[src/rtl/gpu_pkg.sv]
// gpu_pkg: shared register map, irq bit positions, fill FSM states and VRAM width
package gpu_pkg;
    localparam int VRAM_ADDR_WIDTH = 13;
    localparam logic [3:0] REG_ADDR_LO     = 4'd0;
    localparam logic [3:0] REG_ADDR_HI     = 4'd1;
    localparam logic [3:0] REG_DATA        = 4'd2;
    localparam logic [3:0] REG_INCR        = 4'd3;
    localparam logic [3:0] REG_IRQ_EN      = 4'd4;
    localparam logic [3:0] REG_IRQ_ACK     = 4'd5;
    localparam logic [3:0] REG_FILL_VAL    = 4'd6;
    localparam logic [3:0] REG_FILL_CNT_LO = 4'd7;
    localparam logic [3:0] REG_FILL_CNT_HI = 4'd8;
    localparam logic [3:0] REG_FILL_GO     = 4'd9;
    localparam int IRQ_VBLANK = 0;
    localparam int IRQ_FILL   = 1;
    typedef enum logic [1:0] {ST_IDLE, ST_FILL, ST_DONE} fill_state_t;
endpackage

[src/rtl/bus_strobe_sync.sv]
// bus_strobe_sync: synchronises the async CPU strobe and emits a one-cycle pulse on its rising edge
module bus_strobe_sync #(
    parameter int SYNC_STAGES = 2
) (
    input  logic clk,
    input  logic rst,
    input  logic strobe,
    output logic pulse
);
    logic [SYNC_STAGES-1:0] sync;
    logic prev;
    always_ff @(posedge clk) begin
        if (rst) begin
            sync <= '0;
            prev <= 1'b0;
        end else begin
            sync <= {sync[SYNC_STAGES-2:0], strobe};
            prev <= sync[SYNC_STAGES-1];
        end
    end
    assign pulse = sync[SYNC_STAGES-1] & ~prev;
endmodule

[src/rtl/gpu_bus_interface.sv]
// gpu_bus_interface: CPU register bus responder driving the VRAM write port, fill engine and irq
module gpu_bus_interface
    import gpu_pkg::*;
#(
    parameter int ADDR_WIDTH  = VRAM_ADDR_WIDTH,
    parameter int VBLANK_LINE = 480,
    parameter int SYNC_STAGES = 2
) (
    input  logic                  CLK100MHz,
    input  logic                  rst,
    input  logic [7:0]            data,
    input  logic [3:0]            addr,
    input  logic                  rw,
    input  logic                  cs_clock,
    input  logic [8:0]            scanline,
    output logic                  vram_we,
    output logic [ADDR_WIDTH-1:0] vram_addr,
    output logic [7:0]            vram_wdata,
    output logic                  busy,
    output logic                  irq
);
    fill_state_t state, state_next;
    logic strobe, acc_valid, acc_rw, wr, vblank_hit, vblank_prev;
    logic [3:0] acc_addr;
    logic [7:0] acc_data, incr, fill_val;
    logic [1:0] irq_en, pending, set, ack;
    logic [13:0] fill_cnt;
    logic [ADDR_WIDTH-1:0] addr_reg, addr_step;

    bus_strobe_sync #(.SYNC_STAGES(SYNC_STAGES)) u_sync (
        .clk(CLK100MHz), .rst(rst), .strobe(cs_clock), .pulse(strobe)
    );

    always_comb begin
        wr = acc_valid & ~acc_rw;
        vblank_hit = scanline == 9'(VBLANK_LINE);
        addr_step = addr_reg + ADDR_WIDTH'(incr);
        ack = (wr && acc_addr == REG_IRQ_ACK) ? acc_data[1:0] : 2'b00;
        set = '0;
        set[IRQ_VBLANK] = vblank_hit & ~vblank_prev;
        set[IRQ_FILL] = state == ST_DONE;
        busy = state != ST_IDLE;
        state_next = state == ST_FILL ? (fill_cnt == 14'd1 ? ST_DONE : ST_FILL) :
                     state == ST_DONE ? ST_IDLE :
                     (wr && acc_addr == REG_FILL_GO) ? (fill_cnt == '0 ? ST_DONE : ST_FILL) : ST_IDLE;
    end

    always_ff @(posedge CLK100MHz) begin
        if (rst) state <= ST_IDLE;
        else state <= state_next;
    end

    always_ff @(posedge CLK100MHz) begin
        if (rst) begin
            acc_valid   <= 1'b0;
            acc_addr    <= '0;
            acc_data    <= '0;
            acc_rw      <= 1'b0;
            vblank_prev <= 1'b0;
            addr_reg    <= '0;
            incr        <= 8'd1;
            irq_en      <= '0;
            pending     <= '0;
            fill_val    <= '0;
            fill_cnt    <= '0;
            vram_we     <= 1'b0;
            vram_addr   <= '0;
            vram_wdata  <= '0;
            irq         <= 1'b0;
        end else begin
            acc_valid <= strobe;
            if (strobe) begin
                acc_addr <= addr;
                acc_data <= data;
                acc_rw   <= rw;
            end
            vblank_prev <= vblank_hit;
            pending <= (pending & ~ack) | set;
            irq <= |(pending & irq_en);
            vram_we <= 1'b0;
            if (wr && acc_addr == REG_IRQ_EN) irq_en <= acc_data[1:0];
            if (state == ST_FILL) begin
                vram_we    <= 1'b1;
                vram_addr  <= addr_reg;
                vram_wdata <= fill_val;
                addr_reg   <= addr_step;
                fill_cnt   <= fill_cnt - 14'd1;
            end else if (wr && !busy) begin
                case (acc_addr)
                    REG_ADDR_LO:     addr_reg[7:0] <= acc_data;
                    REG_ADDR_HI:     addr_reg <= ADDR_WIDTH'({acc_data, addr_reg[7:0]});
                    REG_DATA: begin
                        vram_we    <= 1'b1;
                        vram_addr  <= addr_reg;
                        vram_wdata <= acc_data;
                        addr_reg   <= addr_step;
                    end
                    REG_INCR:        incr <= acc_data;
                    REG_FILL_VAL:    fill_val <= acc_data;
                    REG_FILL_CNT_LO: fill_cnt[7:0] <= acc_data;
                    REG_FILL_CNT_HI: fill_cnt[13:8] <= acc_data[5:0];
                    default: ;
                endcase
            end
        end
    end
endmodule

[config.mk]
export PLATFORM = sky130hd
export DESIGN_NAME = gpu_bus_interface
export DESIGN_NICKNAME = d
export VERILOG_FILES = /design/src/rtl/gpu_pkg.sv /design/src/rtl/bus_strobe_sync.sv /design/src/rtl/gpu_bus_interface.sv
export SDC_FILE = /design/constraint.sdc
export NUM_CORES = 1
export LEC_CHECK = 0
export ABC_AREA = 1
export BUFFER_PORTS_ARGS = -buffer_cell sky130_fd_sc_hd__buf_2
export CORE_MARGIN = 5
export CORE_UTILIZATION = 54
export DETAILED_ROUTE_END_ITERATION = 8
export GPL_TIMING_DRIVEN = 0
export HOLD_SLACK_MARGIN = 0.12
export PLACE_DENSITY = 0.72
export SETUP_SLACK_MARGIN = 0.1
export SLEW_MARGIN = 0
export SYNTH_ARGS = -nofsm -noshare
export SYNTH_HDL_FRONTEND = slang
export SYNTH_SLANG_ARGS = --single-unit
[constraint.sdc]
create_clock -name CLK100MHz -period 4.3 [get_ports CLK100MHz]
set_input_delay 0.215 -clock CLK100MHz [delete_from_list [all_inputs] [get_ports CLK100MHz]]
set_output_delay 0.215 -clock CLK100MHz [all_outputs]
set_load 0.03 [all_outputs]
=== After elaboration in Yosys (flattened, before gate mapping) ===
Index checks and enable logic that the tools add are counted.

* Logic and storage cells: 91
* Register bits after elaboration: 90
* Output and inout port bits: 24

* $add $sub $neg: 2
* Equality and inequality tests: 13
* Muxes and demuxes: 23
* Reductions and logical operators: 22
* Bitwise gates (word level): 11

{| class="wikitable"
|+ Operator list
! kind !! number
|-
| two-way mux 13 bit || 5
|-
| two-way mux 8 bit || 4
|-
| two-way mux 14 bit || 2
|-
| == test 4 x 3 -> 1 bit (second input constant) || 4
|-
| one-hot mux 8 bit (2 select lines) || 1
|-
| == test 14 x 1 -> 1 bit (second input constant) || 1
|-
| logical NOT 14 bit || 1
|-
| subtractor 14 x 1 -> 14 bit (second input constant) || 1
|-
| adder 13 x 8 -> 13 bit || 1
|-
| two-way mux 2 bit || 6
|-
| one-hot mux 5 bit (2 select lines) || 1
|-
| AND reduction 2 bit || 5
|-
| nonzero test 2 bit || 5
|-
| == test 9 bit (second input constant) || 1
|-
| == test 4 x 2 -> 1 bit (second input constant) || 2
|-
| == test 4 bit (second input constant) || 2
|-
| two-way mux 6 bit || 1
|-
| AND reduction 3 bit || 2
|-
| nonzero test 3 bit || 2
|-
| bitwise AND 2 bit || 2
|-
| == test 4 x 1 -> 1 bit (second input constant) || 1
|-
| logical AND 1 bit || 4
|-
| logical NOT 4 bit || 1
|-
| inverter 1 bit || 4
|-
| 8 further kinds || 12
|}

=== Depth between registers and ports, before layout ===
* Word-level depth: 7
* Depth in mapped cells: 11
* Gate-level depth less buffers: 11

=== By module ===
From an unflattened synthesis, not the netlist that was laid out.

* Cells, all modules: 613
* Area, all modules: 4394.2 um^2

{| class="wikitable"
|+ Modules (own cells, without submodules)
! module !! cells an instance !! instances !! area each (um^2)
|-
| gpu_bus_interface || 603 || 1 || 4307.9
|-
| bus_strobe_sync || 10 || 1 || 86.3
|}

=== Worst setup path before layout ===
OpenSTA, ideal clock, no wires.

* Kind: register to register
* Start: register incr[0]
* End: register addr_reg[12]
* Period minus slack after synthesis: 1.670 ns
* Data required time: 4.168 ns
* Buffers on the path: 0
* Arrival: 1.537 ns
* Setup slack: 2.630 ns
* Cell stages (with the launch flop): 11
* Cell sequence: dfxtp_1 -> ha_1 -> fa_1 -> nand3_1 -> nand3_1 -> nand2_1 -> nand3_1 -> nand3_1 -> nand3_1 -> nand2_1 -> a21oi_1

* Cells in the longest elaborated chain, start to end: 4

{| class="wikitable"
|+ Ends and longest elaborated chain
! what !! line !! RTL
|-
| start: declaration || gpu_bus_interface.sv:25 || <nowiki>logic [7:0] acc_data, incr, fill_val;</nowiki>
|-
| start signal: assignment || gpu_bus_interface.sv:98 || <nowiki>REG_INCR: incr <= acc_data;</nowiki>
|-
| adder 13 x 8 -> 13 bit (*) || gpu_bus_interface.sv:37 || <nowiki>addr_step = addr_reg + ADDR_WIDTH'(incr);</nowiki>
|-
| one-hot mux 5 bit (2 select lines) || gpu_bus_interface.sv:89 || <nowiki>case (acc_addr)</nowiki>
|-
| two-way mux 13 bit || gpu_bus_interface.sv:88 || <nowiki>end else if (wr && !busy) begin</nowiki>
|-
| two-way mux 13 bit (*) || gpu_bus_interface.sv:82 || <nowiki>if (state == ST_FILL) begin</nowiki>
|-
| end signal: assignment || gpu_bus_interface.sv:86 || <nowiki>addr_reg <= addr_step;</nowiki>
|-
| end signal: assignment || gpu_bus_interface.sv:91 || <nowiki>REG_ADDR_HI: addr_reg <= ADDR_WIDTH'({acc_data, addr_reg[7:0]});</nowiki>
|-
| end signal: assignment || gpu_bus_interface.sv:96 || <nowiki>addr_reg <= addr_step;</nowiki>
|-
| end: declaration || gpu_bus_interface.sv:28 || <nowiki>logic [ADDR_WIDTH-1:0] addr_reg, addr_step;</nowiki>
|}

Every way passes the cells marked *; elsewhere a longest branch is shown, timed or not. The select of a mux whose other input is x is not followed.
A chain may end at the register's enable or synchronous reset.

=== Worst setup path in the final report ===
* Start: register addr_reg[0]
* End: register addr_reg[6]

* Cells in the longest elaborated chain, start to end: 4

{| class="wikitable"
|+ Ends and longest elaborated chain
! what !! line !! RTL
|-
| start signal: assignment || gpu_bus_interface.sv:86 ||
|-
| start signal: assignment || gpu_bus_interface.sv:90 || <nowiki>REG_ADDR_LO: addr_reg[7:0] <= acc_data;</nowiki>
|-
| start signal: assignment || gpu_bus_interface.sv:91 ||
|-
| adder 13 x 8 -> 13 bit (*) || gpu_bus_interface.sv:37 ||
|-
| one-hot mux 8 bit (2 select lines) || gpu_bus_interface.sv:89 ||
|-
| two-way mux 13 bit || gpu_bus_interface.sv:88 ||
|-
| two-way mux 13 bit (*) || gpu_bus_interface.sv:82 ||
|}

Marks and branches as above.

==> results.md <==
- 0 — Pins Over Slew Limit
- 0.514 GHz — timing-limited maximum frequency
- 0.251 — total routing resource utilization after global routing
- 2.25 ns — arrival time at the worst endpoint
- 0.00442 mm^2 — Netlist Area Pre-Place
- 14.2% — Area Overhead vs Synth
- 0.408 — part of the Yosys area used for sequential elements
- 0.37 ns — Worst-Skew Late Latency
- 1.94 ns — Period minus WS final
- sky130_fd_sc_hd__nand2_1 (109), sky130_fd_sc_hd__dfxtp_1 (90), sky130_fd_sc_hd__a21oi_1 (69), sky130_fd_sc_hd__o21ai_0 (69), sky130_fd_sc_hd__inv_1 (68) — top post-synthesis cells by count
- 0 — max-cap check violation count
- 49 — Boundary Pins
- 33 — number of rows created at floorplan
- 9 — TritonCTS Buffers
- 0.598 ns — Slew @ Worst Pin
- 366 — number of design-rule violations left by the first detailed-router iteration
- 2 — maximum count of clock buffers along a single path
- sky130_fd_sc_hd__nand3_1 — CP most frequent cell
- 0.452 — share of the clock period used by the worst path
- 0 ns — setup total negative slack
- 0.00479 mm^2 — Placed Instance Area
- primary input to flop — kind of path behind the tightest hold check
- 0 — Bufs and invs on worst path
- sky130_fd_sc_hd__fa_1 — CP max-delay cell
- 0 — final antenna diode count
- 12200 um — DRT Wirelength
- 2.27 nW — leakage power
- 4383 — total number of vias
- 100 um — die height
- 14 — max reg flops
- 0.10 ns — clock-pin slew on the worst setup and hold paths
- 0.44 ns — max incr delay on CP
- 0 — DRC
- 1.10 mW — Internal Pwr Total
- 0 — number of enable flip-flop cells after synthesis
- 0.408 — share of Yosys cell area claimed by the top area cell type
- 5.51 — Via-to-Cell Ratio
- 0 — final-report setup violation count
- 5 — 1st-pass router iterations
- 4 — Max Fanout on Critical Path
- 4.61 ns — Crit path required time
- adder cells — family of cells with the greatest summed delay on the critical path
- flop — Startpoint Class
- flop to flop — CP Class
- 15.4 um — detail-routed net length per standard cell
- 47 — Port Buffers
- 2.41 ns — worst setup timing slack at the placement stage
- 0 — initial antenna violation count
- 38 — Distinct cells, synth
- 0.602 — Max transition margin
- 0.0116 ns — worst clock skew on the final layout
- 302 mW/mm^2 — Power per Cell Area
- 423 uW — switching pwr
- 620 — Cells after Synth
- sky130_fd_sc_hd__dfxtp_1 — cell taking the most area after synthesis
- 0 — proportion of synthesized flip-flops having asynchronous set or reset
- flop — capturing element type of the critical path
- 0.066 — Comb power frac
- 723 — net total in the final layout
- done — clock tree from TritonCTS
- 0 — antenna-violating nets left
- 0.00505 mm^2 — final non-filler cell area
- 0 — final-report hold violation count
- 0.372 — clock network fraction of total power
- 100 um — die span in x
- sky130_fd_sc_hd__nand2_1 — most frequent cell after synthesis
- sky130_fd_sc_hd__dfxtp_1 — prevailing post-synth register cell
- no — setup repair after global routing missed its margin
- sky130_fd_sc_hd__clkbuf_8 — clk root buf
- 0.546 — starting density of the core
- 3 — number of H-tree branching levels
- 7.13 um^2 — Mean Syn Cell Area
- finished, final reports clean — run status
- 2.36 ns — final setup margin
- sky130_fd_sc_hd__dfxtp_1 (41%), sky130_fd_sc_hd__nand2_1 (9.3%), sky130_fd_sc_hd__a21oi_1 (7.8%), sky130_fd_sc_hd__o21ai_0 (7.8%), sky130_fd_sc_hd__inv_1 (5.8%) — biggest area contributors in the synthesized netlist
- 657 — syn nets
- 0.00809 mm^2 — core outline area
- 0 — Warnings, synthesis
- 90 — total of flip-flops plus latches after synthesis
- 19900 um — global-route wire length before repair
- 90 — clock net sink count
- 0.0101 mm^2 — Total Die Area
- ha_1, fa_1, nand3_1, nand3_1, a21oi_1, or2_2, nand3_1, a21oi_1 — worst path cell trace
- 0.140 — layout cells sized above 1
- 4016 — via count of the first global-routing pass
- 0.278 — net switching fraction of the power
- 0.945 — final weighted congestion of routability-driven global placement
- 0 — GRT overflow
- 0.562 — share of total power in sequential cells
- 18 — maximum number of pins on one net before global-route repair
- 198 uV — highest ir drop seen on vdd
- 0.121 ns — worst hold slack after final layout
- 9100 um — HPWL after DPL
[worst register-to-register path, cell delays in order (launching register included)]
cell and delay [ns]:
sky130_fd_sc_hd__dfxtp_1 0.35, sky130_fd_sc_hd__ha_1 0.24, sky130_fd_sc_hd__fa_1 0.44, sky130_fd_sc_hd__nand3_1 0.10, sky130_fd_sc_hd__nand3_1 0.18, sky130_fd_sc_hd__a21oi_1 0.22, sky130_fd_sc_hd__or2_2 0.14, sky130_fd_sc_hd__nand3_1 0.07
sky130_fd_sc_hd__a21oi_1 0.15
[logic make-up (layout without fill, tap and decap cells)]
family / count (synthesis) / after routing / share of synthesized area
AND/OR/NAND/NOR: 244 / 244 / 0.245
AO/OA/AOI/OAI: 172 / 172 / 0.210
buffers and inverters: 97 / 168 / 0.0914
flip-flops: 90 / 90 / 0.408
adder cells (fa/ha/maj): 12 / 12 / 0.0357
XOR/XNOR: 5 / 5 / 0.00991
[cell type report]
type | count | area [um^2]
buffer | 24 | 130
clock buffer | 10 | 128
clock inverter | 6 | 53.8
fill | 793 | 3050
inverter | 73 | 274
multi-input combinational | 433 | 2210
sequential | 90 | 1800
tap | 105 | 131
timing repair buffer | 55 | 315
[power groups by stage]
stage	clock [mW]	combinational [mW]	sequential [mW]
3_5_place_dp	0	0.0946	0.875
5_1_grt	0.610	0.111	0.858
3_3_place_gp	0	0.0922	0.875
2_1_floorplan	0	0.0579	0.873
4_1_cts	0.569	0.0993	0.856
6_report	0.567	0.101	0.856
[worst paths after layout]
check	from	endpoint	slack, ns	depth (start not counted)
worst max-delay path	addr_reg[0]$_SDFFE_PP0P_	addr_reg[6]$_SDFFE_PP0P_	2.36	8
worst min-delay path	data[4]	acc_data[4]$_SDFFE_PP0P_	0.12	3
worst max register to register	addr_reg[0]$_SDFFE_PP0P_	addr_reg[6]$_SDFFE_PP0P_	2.36	8
worst min register to register	u_sync.sync[0]$_SDFF_PP0_	u_sync.sync[1]$_SDFF_PP0_	0.41	2
[routing by layer]
metal	part of all wire	vias to the layer above	GRT usage	wire length [um]
met5	0	-	0	0
met2	0.44	165	0.380	5400
met4	0.017	0	0.0756	206
met1	0.47	2008	0.366	5710
met3	0.075	19	0.0422	924
li1	-	2191	-	-
[stage by stage]
step	utilization	cells	power, mW
floorplan	-	620	0.931
global placement	0.591	772	0.967
detailed placement	0.591	772	0.970
CTS	0.624	796	1.52
global route	0.624	796	1.58
finish	0.624	796	1.52
[placed cells by master, fill, tap and decap left out, types with 2 or more instances in the layout]
| master | netlist | layout |
|---|---|---|
| sky130_fd_sc_hd__nor2_2 | 4 | 4 |
| sky130_fd_sc_hd__a211oi_1 | 4 | 4 |
| sky130_fd_sc_hd__or2_2 | 2 | 2 |
| sky130_fd_sc_hd__dlygate4sd3_1 | 0 | 8 |
| sky130_fd_sc_hd__nand2_1 | 109 | 109 |
| sky130_fd_sc_hd__inv_6 | 0 | 4 |
| sky130_fd_sc_hd__buf_6 | 2 | 2 |
| sky130_fd_sc_hd__nand4_1 | 7 | 7 |
| sky130_fd_sc_hd__inv_1 | 68 | 68 |
| sky130_fd_sc_hd__nand2_2 | 2 | 2 |
| sky130_fd_sc_hd__ha_1 | 11 | 11 |
| sky130_fd_sc_hd__inv_2 | 5 | 5 |
| sky130_fd_sc_hd__nand2_4 | 3 | 3 |
| sky130_fd_sc_hd__o22ai_1 | 2 | 2 |
| sky130_fd_sc_hd__o21ai_0 | 69 | 69 |
| sky130_fd_sc_hd__buf_4 | 5 | 5 |
| sky130_fd_sc_hd__nor3_1 | 8 | 8 |
| sky130_fd_sc_hd__o21ai_1 | 7 | 7 |
| sky130_fd_sc_hd__buf_2 | 5 | 52 |
| sky130_fd_sc_hd__nand3_1 | 40 | 40 |
| sky130_fd_sc_hd__a21oi_1 | 69 | 69 |
| sky130_fd_sc_hd__clkbuf_1 | 11 | 12 |
| sky130_fd_sc_hd__dfxtp_1 | 90 | 90 |
| sky130_fd_sc_hd__clkbuf_8 | 0 | 9 |
| sky130_fd_sc_hd__xor2_1 | 4 | 4 |
| sky130_fd_sc_hd__a31oi_1 | 14 | 14 |
| sky130_fd_sc_hd__a21o_1 | 2 | 2 |
| sky130_fd_sc_hd__nor2_1 | 64 | 64 |
[timing repair]
item	in CTS	in global routing
hold endpoints to repair	6	0
setup endpoints to repair	0	0
hold buffers	8	0
buffers inserted	0	0
resized for setup	0	0
No activity file was read; power rests on OpenSTA's default activity.
